$ cat config.mk
export PLATFORM = sky130hd
export DESIGN_NAME = unified_mem_arbiter_flat
export DESIGN_NICKNAME = d
export VERILOG_FILES = /design/src/rtl/unified_mem_arbiter_if.sv /design/src/rtl/unified_mem_arbiter.sv /design/src/flat_wrapper.sv
export SDC_FILE = /design/constraint.sdc
export NUM_CORES = 1
export LEC_CHECK = 0
export ABC_AREA = 1
export BUFFER_PORTS_ARGS = -buffer_cell sky130_fd_sc_hd__buf_2
export CORE_UTILIZATION = 50
export CTS_CLUSTER_DIAMETER = 150
export DETAILED_ROUTE_END_ITERATION = 8
export GPL_ROUTABILITY_DRIVEN = 0
export PLACE_DENSITY = 0.95
export SLEW_MARGIN = 25
export SYNTH_ARGS = -nofsm -noshare
export SYNTH_HDL_FRONTEND = slang
export SYNTH_SLANG_ARGS = --single-unit
$ cat constraint.sdc
create_clock -name clk -period 2.2 [get_ports clk]
set_clock_uncertainty 0.2 [all_clocks]
set_input_delay 0 -clock clk [delete_from_list [all_inputs] [get_ports clk]]
set_output_delay 0 -clock clk [all_outputs]
set_load 0.005 [all_outputs]
$ cat src/rtl/unified_mem_arbiter_if.sv
// Bundle of the fetch port, data port, memory port and stall signals around the arbiter.
// slave is the arbiter's view; master is the pipeline/memory side.
interface unified_mem_arbiter_if #(
  parameter int XLEN = 32
);
  logic            IReq;
  logic [XLEN-1:0] IAddr;
  logic [XLEN-1:0] IRdata;
  logic            IReady;
  logic            DReq;
  logic            DWe;
  logic [XLEN-1:0] DAddr;
  logic [XLEN-1:0] DWdata;
  logic [XLEN-1:0] DRdata;
  logic            DReady;
  logic            MemReq;
  logic            MemWe;
  logic [XLEN-1:0] MemAddr;
  logic [XLEN-1:0] MemWdata;
  logic            MemAck;
  logic [XLEN-1:0] MemRdata;
  logic            StallF;
  logic            StallM;

  modport slave (
    input  IReq, IAddr, DReq, DWe, DAddr, DWdata, MemAck, MemRdata,
    output IRdata, IReady, DRdata, DReady, MemReq, MemWe, MemAddr, MemWdata,
           StallF, StallM
  );

  modport master (
    output IReq, IAddr, DReq, DWe, DAddr, DWdata, MemAck, MemRdata,
    input  IRdata, IReady, DRdata, DReady, MemReq, MemWe, MemAddr, MemWdata,
           StallF, StallM
  );
endinterface

$ cat src/rtl/unified_mem_arbiter.sv
// Shares one single-ported memory between instruction fetch and data access.
// Data wins ties, but fetch is forced through after MAX_D_RUN back-to-back data grants.
module unified_mem_arbiter #(
  parameter int XLEN      = 32,
  parameter int MAX_D_RUN = 2
) (
  input logic                  clk,
  input logic                  rst_n,
  unified_mem_arbiter_if.slave bus
);

  localparam int CW = (MAX_D_RUN < 1) ? 1 : $clog2(MAX_D_RUN + 1);
  localparam logic [CW-1:0] RUN_MAX = CW'(MAX_D_RUN);

  typedef enum logic [1:0] {IDLE, SERV_D, SERV_I} state_e;

  state_e          state_q;
  logic [CW-1:0]   run_q, run_d;
  logic [XLEN-1:0] addr_q, wdata_q, irdata_q, drdata_q;
  logic            we_q, iready_q, dready_q, mem_req_q, mem_we_q;
  logic            i_elig, d_elig, pick_d, pick_i;

  // A port that is showing Ready this cycle has just been served and is not eligible.
  always_comb begin
    i_elig = bus.IReq & ~iready_q;
    d_elig = bus.DReq & ~dready_q;
    pick_d = d_elig & (~i_elig | (run_q != RUN_MAX));
    pick_i = i_elig & ~pick_d;
    run_d  = run_q;
    if (!bus.IReq || pick_i) begin
      run_d = '0;
    end else if (pick_d && (run_q != RUN_MAX)) begin
      run_d = run_q + 1'b1;
    end
  end

  always_ff @(posedge clk) begin
    if (!rst_n) begin
      state_q   <= IDLE;
      run_q     <= '0;
      addr_q    <= '0;
      wdata_q   <= '0;
      we_q      <= 1'b0;
      irdata_q  <= '0;
      drdata_q  <= '0;
      iready_q  <= 1'b0;
      dready_q  <= 1'b0;
      mem_req_q <= 1'b0;
      mem_we_q  <= 1'b0;
    end else begin
      iready_q <= 1'b0;
      dready_q <= 1'b0;
      unique case (state_q)
        IDLE: begin
          run_q <= run_d;
          if (pick_d) begin
            state_q   <= SERV_D;
            addr_q    <= bus.DAddr;
            we_q      <= bus.DWe;
            wdata_q   <= bus.DWdata;
            mem_req_q <= 1'b1;
            mem_we_q  <= bus.DWe;
          end else if (pick_i) begin
            state_q   <= SERV_I;
            addr_q    <= bus.IAddr;
            mem_req_q <= 1'b1;
            mem_we_q  <= 1'b0;
          end
        end
        SERV_D: begin
          if (bus.MemAck) begin
            state_q   <= IDLE;
            dready_q  <= 1'b1;
            mem_req_q <= 1'b0;
            mem_we_q  <= 1'b0;
            if (!we_q) begin
              drdata_q <= bus.MemRdata;
            end
          end
        end
        SERV_I: begin
          if (bus.MemAck) begin
            state_q   <= IDLE;
            iready_q  <= 1'b1;
            irdata_q  <= bus.MemRdata;
            mem_req_q <= 1'b0;
            mem_we_q  <= 1'b0;
          end
        end
        default: begin
          state_q   <= IDLE;
          mem_req_q <= 1'b0;
          mem_we_q  <= 1'b0;
        end
      endcase
    end
  end

  assign bus.MemReq   = mem_req_q;
  assign bus.MemWe    = mem_we_q;
  assign bus.MemAddr  = addr_q;
  assign bus.MemWdata = wdata_q;
  assign bus.IRdata   = irdata_q;
  assign bus.IReady   = iready_q;
  assign bus.DRdata   = drdata_q;
  assign bus.DReady   = dready_q;
  assign bus.StallM   = bus.DReq & ~dready_q;
  assign bus.StallF   = (bus.IReq & ~iready_q) | bus.StallM;

endmodule
$ cat src/flat_wrapper.sv
// flat-port wrapper written by rule: the top's interface ports become plain ports
module unified_mem_arbiter_flat 
#(
  parameter int XLEN      = 32,
  parameter int MAX_D_RUN = 2
)
  (clk, rst_n, bus_IReq, bus_IAddr, bus_DReq, bus_DWe, bus_DAddr, bus_DWdata, bus_MemAck, bus_MemRdata, bus_IRdata, bus_IReady, bus_DRdata, bus_DReady, bus_MemReq, bus_MemWe, bus_MemAddr, bus_MemWdata, bus_StallF, bus_StallM);
  unified_mem_arbiter_if #(.XLEN(XLEN)) bus_i ();
  input logic clk;
  input logic rst_n;
  input wire logic [$bits(bus_i.IReq)-1:0] bus_IReq;
  input wire logic [$bits(bus_i.IAddr)-1:0] bus_IAddr;
  input wire logic [$bits(bus_i.DReq)-1:0] bus_DReq;
  input wire logic [$bits(bus_i.DWe)-1:0] bus_DWe;
  input wire logic [$bits(bus_i.DAddr)-1:0] bus_DAddr;
  input wire logic [$bits(bus_i.DWdata)-1:0] bus_DWdata;
  input wire logic [$bits(bus_i.MemAck)-1:0] bus_MemAck;
  input wire logic [$bits(bus_i.MemRdata)-1:0] bus_MemRdata;
  output wire logic [$bits(bus_i.IRdata)-1:0] bus_IRdata;
  output wire logic [$bits(bus_i.IReady)-1:0] bus_IReady;
  output wire logic [$bits(bus_i.DRdata)-1:0] bus_DRdata;
  output wire logic [$bits(bus_i.DReady)-1:0] bus_DReady;
  output wire logic [$bits(bus_i.MemReq)-1:0] bus_MemReq;
  output wire logic [$bits(bus_i.MemWe)-1:0] bus_MemWe;
  output wire logic [$bits(bus_i.MemAddr)-1:0] bus_MemAddr;
  output wire logic [$bits(bus_i.MemWdata)-1:0] bus_MemWdata;
  output wire logic [$bits(bus_i.StallF)-1:0] bus_StallF;
  output wire logic [$bits(bus_i.StallM)-1:0] bus_StallM;
  assign bus_i.IReq = bus_IReq;
  assign bus_i.IAddr = bus_IAddr;
  assign bus_i.DReq = bus_DReq;
  assign bus_i.DWe = bus_DWe;
  assign bus_i.DAddr = bus_DAddr;
  assign bus_i.DWdata = bus_DWdata;
  assign bus_i.MemAck = bus_MemAck;
  assign bus_i.MemRdata = bus_MemRdata;
  assign bus_IRdata = bus_i.IRdata;
  assign bus_IReady = bus_i.IReady;
  assign bus_DRdata = bus_i.DRdata;
  assign bus_DReady = bus_i.DReady;
  assign bus_MemReq = bus_i.MemReq;
  assign bus_MemWe = bus_i.MemWe;
  assign bus_MemAddr = bus_i.MemAddr;
  assign bus_MemWdata = bus_i.MemWdata;
  assign bus_StallF = bus_i.StallF;
  assign bus_StallM = bus_i.StallM;
  unified_mem_arbiter #(.XLEN(XLEN), .MAX_D_RUN(MAX_D_RUN)) u_core (.clk(clk), .rst_n(rst_n), .bus(bus_i));
endmodule
==> results.sh <==
export IMPL_status="complete, no violations"
export IMPL_crit_buf_inv=3
export IMPL_grt_max_degree=68
export IMPL_die_y_um=109
export IMPL_worst_setup_path_start_kind="flop"
export IMPL_path_delay_family="simple AND/OR/NAND/NOR gates"
export IMPL_dpl_worst_slack_ns=0.292
export IMPL_grt_ovfl_total=0
export IMPL_h_tree_depth=4
export IMPL_ios=268
export IMPL_grt_usage_pct=38.7
export IMPL_syn_to_final_growth_pct=56.5
export IMPL_slew_violations=0
export IMPL_met2_wirelength_um=11100
export IMPL_fin_crit_ns=2.02
export IMPL_worst_pin_slew_ns=1.02
export IMPL_vias=6941
export IMPL_p_clk_share_pct=35.9
export IMPL_grt_pass1_vias=6967
export IMPL_wl_met1_um=7380
export IMPL_setup_ws_ns=0.182
export IMPL_hold_viol=0
export IMPL_cp_max_fo=33
export IMPL_worst_setup_path_end_kind="flop"
export IMPL_ant_nets=0
export IMPL_regToRegEndpoint="u_core.bus.MemAddr[8]"
export IMPL_holdWs_ns=0.162
export IMPL_setup_tns_final_ns=0
export IMPL_fillers=585
export IMPL_initial_utilization_pct=52.2
export IMPL_synth_common_cells="nand2_1, dfxtp_1, nor2_1"
export IMPL_power_frac_comb_pct=27.4
export IMPL_synth_top_area_share_pct=47.8
export IMPL_cp_cell_sequence="inv_1 -> ha_1 -> nand3_2 -> nand2_4 -> buf_6 -> nand2_1 -> nand3_1 -> nand2_1 -> inv_1"
export IMPL_slew_headroom_pct=32.1
export IMPL_clock_latency_ns=0.40
export IMPL_powerDensity_nw_per_um2=946
export IMPL_power_leakage_nw=4.57
export IMPL_holdCritStartpoint="bus_MemRdata[26]"
export IMPL_first_pass_iters=8
export IMPL_wl_per_cell_um=17.2
export IMPL_netlist_instances=760
export IMPL_routed_via_density=5.33
export IMPL_yosys_most_used_dff="dfxtp_1"
export IMPL_clockBufferDepth=2
export IMPL_utilization_pct=81.7
export IMPL_p_seq_share_pct=36.8
export IMPL_synth_cell_type_count=24
export IMPL_ir_drop_v=0.000631
export IMPL_net_switching_power_mw=2.84
export IMPL_yosysMostFrequentCell="nand2_1"
export IMPL_dpl_cell_count=1134
export IMPL_min_path_type="in2reg"
export IMPL_io_buffers=267
export IMPL_clk_pin_slew_worst_paths_ns=0.07
export IMPL_worstSetupPathDepth=9
export IMPL_drv_cap=0
export IMPL_numClockSinks=137
export IMPL_grt_pass1_wl_um=34400
export IMPL_r2r_start="u_core.run_q[0]"
export IMPL_synth_seq_cells=137
export IMPL_whs_endpoint="u_core.bus.DRdata[26]"
export IMPL_p_sw_share_pct=33.5
export IMPL_async_flop_share_pct=0
export IMPL_crit_slowest_cell="dfxtp_1"
export IMPL_worstPathRequired_ns=2.31
export IMPL_syn_area_um2=5730
export IMPL_rsz0062_at_grt="no"
export IMPL_cts_root_buf="clkbuf_16"
export IMPL_synth_area_leader_cell="dfxtp_1"
export IMPL_critPathKind="reg2reg"
export IMPL_power_internal_mw=5.65
export IMPL_fin_crit_sh_pct=91.7
export IMPL_routed_wl_um=22400
export IMPL_netlist_top_cells_area="dfxtp_1, nand2_1, nor2_1"
export IMPL_place_hpwl_um=10700
export IMPL_drive_gt1_share_pct=33.1
export IMPL_die_w_um=109
export IMPL_critPathMaxStageDelay_ns=0.31
export IMPL_drt_initial_drc_count=792
export IMPL_nets=1284
export IMPL_setup_viol=0
export IMPL_ys_seq_area_share_pct=47.8
export IMPL_core_um2=11000
export IMPL_fmax_mhz=496
export IMPL_ys_warn_count=0
export IMPL_syn_area_per_cell_um2=7.54
export IMPL_die_area_um2=11900
export IMPL_min_path_cells=4
export IMPL_synth_fp_nets=898
export IMPL_met3_length_um=2260
export IMPL_antenna_found_initial=6
export IMPL_r2r_slack_ns=0.18
export IMPL_critPathArrivalTime_ns=2.13
export IMPL_row_count=38
export IMPL_cts_tree="yes"
export IMPL_fin_cells=1302
export IMPL_r2r_cells=9
export IMPL_route_detailed_drc=0
export IMPL_highest_layer="met5"
export IMPL_cts_buffers=17
export IMPL_synth_edf_count=0
==> cells by family after synthesis <==
group,after synthesis,synth area share (%)
AND/OR/NAND/NOR,361,26.5
flip-flops,137,47.8
AO/OA/AOI/OAI,133,13.6
buffers and inverters,125,11.2
adder cells (fa/ha/maj),4,0.873
==> repair_timing <==
item | 4_1_cts | 5_1_grt
endpoints found under the setup margin | 0 | 1
buffers inserted | 0 | 0
resized for setup | 0 | 1
endpoints found under the hold margin | 136 | 0
hold buffers | 133 | 0
==> power groups by stage <==
stage / clock network, mW / registers (mW) / logic [mW]
2_1_floorplan: 0 / 3.15 / 1.29
3_3_place_gp: 0 / 3.10 / 1.88
3_5_place_dp: 0 / 3.11 / 1.94
4_1_cts: 3.05 / 3.07 / 2.13
5_1_grt: 3.17 / 3.17 / 2.54
6_report: 3.04 / 3.12 / 2.32
==> how the worst max path moves through the flow <==
stage / startpoint / endpoint / slack (ns)
after floorplan: u_core.state_q[0] / u_core.bus.MemWdata[0] / 0.69
after global placement: u_core.state_q[0] / u_core.bus.IRdata[19] / 0.40
after detailed placement: u_core.state_q[0] / u_core.bus.IRdata[10] / 0.29
after CTS: u_core.state_q[0] / u_core.bus.IRdata[10] / 0.29
after global routing: u_core.state_q[0] / u_core.bus.MemWdata[11] / 0.07
final: u_core.run_q[0] / u_core.bus.MemAddr[8] / 0.18
==> worst register-to-register path, stage by stage, from the launching register on <==
cell and delay (ns):
dfxtp_1 0.31, inv_1 0.07, ha_1 0.18, nand3_2 0.15, nand2_4 0.10, buf_6 0.25, nand2_1 0.26, nand3_1 0.15
nand2_1 0.06, inv_1 0.19
==> cells in the final DEF, fill, tap and decap left out, types with 8 or more instances in the layout <==
master and count:
a21oi_1 38, nand2_1 149, clkbuf_16 17, nand3_1 37, nor2_1 136, buf_2 267, inv_6 8, nand2_2 33
buf_4 10, inv_1 75, dlygate4sd3_1 133, o21ai_0 65, a21oi_2 30, dfxtp_1 137
==> state kept, by name, summed over array words and instances (netlist names) <==
| signal | cells |
|---|---|
| u_core.bus.DRdata | 32 |
| u_core.bus.DReady | 1 |
| u_core.bus.IRdata | 32 |
| u_core.bus.IReady | 1 |
| u_core.bus.MemAddr | 32 |
| u_core.bus.MemReq | 1 |
| u_core.bus.MemWdata | 32 |
| u_core.bus.MemWe | 1 |
| u_core.run_q | 2 |
| u_core.state_q | 2 |
| u_core.we_q | 1 |
==> metrics by stage <==
| step | area [um^2] | power (mW) |
|---|---|---|
| 2_1_floorplan | 5730 | 4.44 |
| 3_3_place_gp | 7000 | 4.98 |
| 3_5_place_dp | 7000 | 5.05 |
| 4_1_cts | 8960 | 8.25 |
| 5_1_grt | 8970 | 8.88 |
| 6_report | 8970 | 8.49 |
==> routing by layer <==
metal | vias up | GRT usage (%)
met5 | - | 3.13
met4 | 10 | 32.6
met3 | 175 | 18.2
met2 | 488 | 63.6
met1 | 3133 | 36.3
li1 | 3135 | -
==> layout make-up <==
type                       instances  area, um^2  share of cell area, %
clock buffer                      17         425                   4.74
clock inverter                    15         201                   2.25
inverter                          81         314                   3.50
antenna                            3        7.51                 0.0837
tap                              140         175                   1.95
multi-input combinational        498        2350                   26.2
timing repair buffer             411        2750                   30.7
sequential                       137        2740                   30.6
Power figures use the tool's default switching activity.
